--- src/rtl/axi4_stream_downsizer.sv ---
// AXI4-Stream width downsizer: serializes each wide input word LSB slice first,
// trimming empty trailing slices on the final word of a packet.
module axi4_stream_downsizer #(
    parameter int RX_TDATA_WIDTH = 64,
    parameter int TX_TDATA_WIDTH = 16,
    parameter int TID_WIDTH      = 1,
    parameter int TDEST_WIDTH    = 1,
    parameter int TUSER_WIDTH    = 1
) (
    input  logic                        clk_i,
    input  logic                        rst_n_i,
    // wide input stream
    input  logic [RX_TDATA_WIDTH-1:0]   s_tdata_i,
    input  logic [RX_TDATA_WIDTH/8-1:0] s_tkeep_i,
    input  logic [RX_TDATA_WIDTH/8-1:0] s_tstrb_i,
    input  logic                        s_tvalid_i,
    output logic                        s_tready_o,
    input  logic                        s_tlast_i,
    input  logic [TID_WIDTH-1:0]        s_tid_i,
    input  logic [TDEST_WIDTH-1:0]      s_tdest_i,
    input  logic [TUSER_WIDTH-1:0]      s_tuser_i,
    // narrow output stream
    output logic [TX_TDATA_WIDTH-1:0]   m_tdata_o,
    output logic [TX_TDATA_WIDTH/8-1:0] m_tkeep_o,
    output logic [TX_TDATA_WIDTH/8-1:0] m_tstrb_o,
    output logic                        m_tvalid_o,
    input  logic                        m_tready_i,
    output logic                        m_tlast_o,
    output logic [TID_WIDTH-1:0]        m_tid_o,
    output logic [TDEST_WIDTH-1:0]      m_tdest_o,
    output logic [TUSER_WIDTH-1:0]      m_tuser_o
);

    localparam int N     = RX_TDATA_WIDTH / TX_TDATA_WIDTH;
    localparam int IDX_W = $clog2(N);
    localparam int RX_KW = RX_TDATA_WIDTH / 8;
    localparam int TX_KW = TX_TDATA_WIDTH / 8;

    typedef enum logic {EMPTY, SERIALIZE} state_e;

    state_e                    state_q, state_d;
    logic [RX_TDATA_WIDTH-1:0] tdata_q, tdata_d;
    logic [RX_KW-1:0]          tkeep_q, tkeep_d;
    logic [RX_KW-1:0]          tstrb_q, tstrb_d;
    logic                      tlast_q, tlast_d;
    logic [TID_WIDTH-1:0]      tid_q, tid_d;
    logic [TDEST_WIDTH-1:0]    tdest_q, tdest_d;
    logic [TUSER_WIDTH-1:0]    tuser_q, tuser_d;
    logic [IDX_W-1:0]          idx_q, idx_d;
    logic [IDX_W-1:0]          last_idx_q, last_idx_d;

    logic full;
    logic last_slice;
    logic in_hs;
    logic out_hs;

    // Non-final words always emit every slice; a final word stops at its highest
    // slice holding a kept byte, or at slice 0 if nothing is kept at all.
    function automatic logic [IDX_W-1:0] calc_last_idx(input logic            tlast,
                                                       input logic [RX_KW-1:0] keep);
        logic [IDX_W-1:0] r;
        r = IDX_W'(N - 1);
        if (tlast) begin
            r = '0;
            for (int i = 0; i < N; i++) begin
                if (|keep[i*TX_KW +: TX_KW]) r = IDX_W'(i);
            end
        end
        return r;
    endfunction

    always_ff @(posedge clk_i or negedge rst_n_i) begin
        if (!rst_n_i) begin
            state_q    <= EMPTY;
            tdata_q    <= '0;
            tkeep_q    <= '0;
            tstrb_q    <= '0;
            tlast_q    <= 1'b0;
            tid_q      <= '0;
            tdest_q    <= '0;
            tuser_q    <= '0;
            idx_q      <= '0;
            last_idx_q <= '0;
        end else begin
            state_q    <= state_d;
            tdata_q    <= tdata_d;
            tkeep_q    <= tkeep_d;
            tstrb_q    <= tstrb_d;
            tlast_q    <= tlast_d;
            tid_q      <= tid_d;
            tdest_q    <= tdest_d;
            tuser_q    <= tuser_d;
            idx_q      <= idx_d;
            last_idx_q <= last_idx_d;
        end
    end

    assign full       = (state_q == SERIALIZE);
    assign last_slice = (idx_q == last_idx_q);
    // Ready is gated by rst_n_i so it drops the instant reset asserts.
    assign s_tready_o = rst_n_i && (!full || (m_tready_i && last_slice));
    assign in_hs      = s_tvalid_i && s_tready_o;
    assign out_hs     = full && m_tready_i;

    always_comb begin
        state_d    = state_q;
        tdata_d    = tdata_q;
        tkeep_d    = tkeep_q;
        tstrb_d    = tstrb_q;
        tlast_d    = tlast_q;
        tid_d      = tid_q;
        tdest_d    = tdest_q;
        tuser_d    = tuser_q;
        idx_d      = idx_q;
        last_idx_d = last_idx_q;
        if (in_hs) begin
            state_d    = SERIALIZE;
            tdata_d    = s_tdata_i;
            tkeep_d    = s_tkeep_i;
            tstrb_d    = s_tstrb_i;
            tlast_d    = s_tlast_i;
            tid_d      = s_tid_i;
            tdest_d    = s_tdest_i;
            tuser_d    = s_tuser_i;
            idx_d      = '0;
            last_idx_d = calc_last_idx(s_tlast_i, s_tkeep_i);
        end else if (out_hs) begin
            if (last_slice) state_d = EMPTY;
            else            idx_d   = idx_q + IDX_W'(1);
        end
    end

    always_comb begin
        m_tdata_o  = tdata_q[int'(idx_q)*TX_TDATA_WIDTH +: TX_TDATA_WIDTH];
        m_tkeep_o  = tkeep_q[int'(idx_q)*TX_KW +: TX_KW];
        m_tstrb_o  = tstrb_q[int'(idx_q)*TX_KW +: TX_KW];
        m_tvalid_o = full;
        m_tlast_o  = full && tlast_q && last_slice;
        m_tid_o    = tid_q;
        m_tdest_o  = tdest_q;
        m_tuser_o  = tuser_q;
    end

endmodule
--- config.mk ---
export PLATFORM = sky130hd
export DESIGN_NAME = axi4_stream_downsizer
export DESIGN_NICKNAME = d
export VERILOG_FILES = /design/src/rtl/axi4_stream_downsizer.sv
export SDC_FILE = /design/constraint.sdc
export NUM_CORES = 1
export LEC_CHECK = 0
export BUFFER_PORTS_ARGS = -buffer_cell sky130_fd_sc_hd__buf_2
export CORE_ASPECT_RATIO = 1.5
export CORE_MARGIN = 3
export CORE_UTILIZATION = 29
export CTS_CLUSTER_SIZE = 24
export DETAILED_ROUTE_END_ITERATION = 8
export HOLD_SLACK_MARGIN = 0.15
export PLACE_DENSITY = 0.55
export SETUP_SLACK_MARGIN = 0.02
export SLEW_MARGIN = 20
export SYNTH_ARGS = -nofsm -noshare
export SYNTH_HDL_FRONTEND = slang
export SYNTH_SLANG_ARGS = --single-unit
export TNS_END_PERCENT = 50
--- constraint.sdc ---
create_clock -name clk_i -period 2.48 [get_ports clk_i]
set_clock_uncertainty 0.1 [all_clocks]
set_input_delay 0.248 -clock clk_i [delete_from_list [all_inputs] [get_ports clk_i]]
set_output_delay 0.248 -clock clk_i [all_outputs]
set_load 0.005 [all_outputs]
==> impl_metrics.json <==
{
  "status": "completed",
  "cts_hold_buf": 86,
  "clkPwrFrac": 0.225,
  "grt_start_max_net_pins": 88,
  "start_util": 0.299,
  "dieArea_mm2": 0.0150,
  "die_h_um": 148,
  "critPathMaxFanout": 19,
  "leakage_nw": 2.58,
  "rows": 51,
  "fin_crit_sh": 0.867,
  "clkTransAtPathRegs_ns": 0.06,
  "worst-r2r-cell-count": 4,
  "arrival_ns": 1.80,
  "area_delta_synth_final_pct": 49.5,
  "antenna_left": 0,
  "drt_first_pass_iters": 4,
  "slowest_stage": "mux4_2",
  "hold_viol": 0,
  "crit_chain": "buf_4, mux4_2, buf_2",
  "hpwlAfterDp_um": 6340,
  "cts_tree": "done",
  "clock_tree.buffer_depth": 2,
  "grt_overflow": 0,
  "fin_util": 0.447,
  "first_iter_violations": 56,
  "antenna_found_initial": 0,
  "coreArea_mm2": 0.0131,
  "min_path_type": "primary input to async pin",
  "layout-drive-gt1-share": 0.503,
  "power.density_mw_per_mm2": 1140,
  "netlist_area_mm2": 0.00393,
  "grt_pass1_vias": 3168,
  "critPathMaxStageDelay_ns": 0.57,
  "period_needed_ns": 2.15,
  "p_sw_w": 0.00193,
  "p_int_w": 0.00476,
  "yosys_register_bits": 89,
  "via_count": 2777,
  "combinationalPowerShare": 0.389,
  "cap_violations": 0,
  "grt_pass1_wl_um": 15700,
  "postSynthCellCount": 239,
  "routedWlPerCell_um": 16.1,
  "nFillCells": 1184,
  "ir_worst_vdd_v": 0.000422,
  "crit_path_end_kind": "primary output",
  "viasPerCell": 4.60,
  "fin_nets": 528,
  "synth.net_count": 327,
  "whs_ns": 0.190,
  "rsz0062_at_grt": "no",
  "gp_congestion": 0.737,
  "final_max_slew_viol_count": 0,
  "p_sw_frac": 0.288,
  "finalSetupTns_ns": 0,
  "tightest_slew_ns": 0.793,
  "diodes": 0,
  "wl_um": 9700,
  "cts_resized": 0,
  "ys_seq_area_frac": 0.567,
  "pin_count": 114,
  "synth.avg_cell_area_um2": 16.4,
  "drc": 0,
  "cts.htree.levels": 3,
  "fmax_mhz": 465,
  "cts_setup_buffers": 0,
  "ys_types": 25,
  "worstSetupPathType": "register to primary output",
  "clock_latency_ns": 0.33,
  "grtUsageTotal": 0.137,
  "power_w": 0.00669,
  "setup_violations": 0,
  "startpoint_type": "register",
  "fin_cells": 604,
  "clock-sinks": 89,
  "cts-buffers-inserted": 9,
  "dp_cells": 502,
  "slew_headroom": 0.471,
  "synth.yosys.warnings": 0,
  "port_buffers": 113,
  "worstPathRequired_ns": 2.13,
  "die_width_um": 101,
  "seqPwrFrac": 0.386,
  "root_buffer": "clkbuf_16"
}
## final cells by class
| type | instances | area (µm²) | share of cell area |
|---|---|---|---|
| flip-flops and latches | 89 | 2230 | 0.380 |
| multi-input cells | 135 | 1610 | 0.274 |
| repair buffers | 205 | 1500 | 0.256 |
| clock buffers | 12 | 256 | 0.0437 |
| well taps | 159 | 199 | 0.0339 |
| clock inverters | 4 | 75.1 | 0.0128 |
## power by group through the flow
stage	registers (W)	logic (W)	clock network [W]
global route	0.00269	0.00287	0.00161
finish	0.00258	0.00260	0.00151
global placement	0.00256	0.00249	0
detailed placement	0.00262	0.00256	0
CTS	0.00259	0.00267	0.00156
floorplan	0.00246	0.00182	0
## Yosys cell counts
cell       n  area [µm²]
dfrtp_1   89        2230
a311oi_1   1        8.76
mux2i_1    1        10.0
clkbuf_1   1        3.75
buf_6      2        22.5
nand3b_1   1        7.51
a22o_1     2        17.5
a21oi_1    2        10.0
nor2_1     5        18.8
mux4_2    20         450
buf_1      1        3.75
buf_4      2        15.0
nand2b_1   1        6.26
xnor2_1    2        17.5
and2_1     1        6.26
xor2_1     2        17.5
o21ai_0    2        10.0
a21boi_0   1        7.51
mux2_2    68         766
o32ai_4    1        27.5
buf_2      9        45.0
a41oi_1    2        17.5
nand2_1    5        18.8
nand3_1    2        10.0
mux2_1    16         180
## sequential cells by signal (all words and copies together) (netlist names)
register and count:
tdata_q 64, tstrb_q 8, last_idx_q 2, tkeep_q 8
tlast_q 1, idx_q 2, m_tvalid_o 1, m_tid_o 1
m_tuser_o 1, m_tdest_o 1
## layer usage
layer | part of all wire | GRT usage
met3 | 0.030 | 0.0197
met4 | 0.025 | 0.0665
met2 | 0.56 | 0.251
met1 | 0.39 | 0.153
met5 | 0 | 0
## final timing paths
kind	slack, ns	from	endpoint
max	0.33	idx_q[0]	m_tdata_o[8]
min	0.19	rst_n_i	idx_q[0]
max reg2reg	0.55	last_idx_q[1]	tdata_q[5]
min reg2reg	0.38	tdata_q[24]	tdata_q[24]
max in group asynchronous	1.14	rst_n_i	tdata_q[10]
min in group clk_i	0.19	m_tready_i	m_tvalid_o
## cell usage in the layout, fill, tap and decap left out, drive strengths merged, types with 5 or more instances in the layout
master and instances:
buf 119, dfrtp 89, dlygate4sd3 86, mux2 84, mux4 20, clkbuf 12
nand2 5, nor2 5
## critical path, delay by kind of cell, from the launching register on
kind	cells	cell delay (ns)
buffers and inverters	2	0.51
muxes	1	0.57
DFF	1	0.38
## through the flow
stage	worst slack (ns)	cell area, µm²
4_1_cts	0.255	5870
6_report	0.330	5870
5_1_grt	0.210	5870
2_1_floorplan	0.555	3930
3_3_place_gp	0.596	4670
3_5_place_dp	0.544	4670
## cells by family (layout without fill, tap and decap cells)
kind of cell	count (synthesis)	after routing	share of synthesized area
multiplexers	105	105	0.358
flip-flops	89	89	0.567
XOR/XNOR	4	4	0.00893
buffers and inverters	15	221	0.0229
AND/OR/NAND/NOR	15	15	0.0172
AO/OA/AOI/OAI	11	11	0.0252
Note: power is estimated with default switching activity, not from simulation.
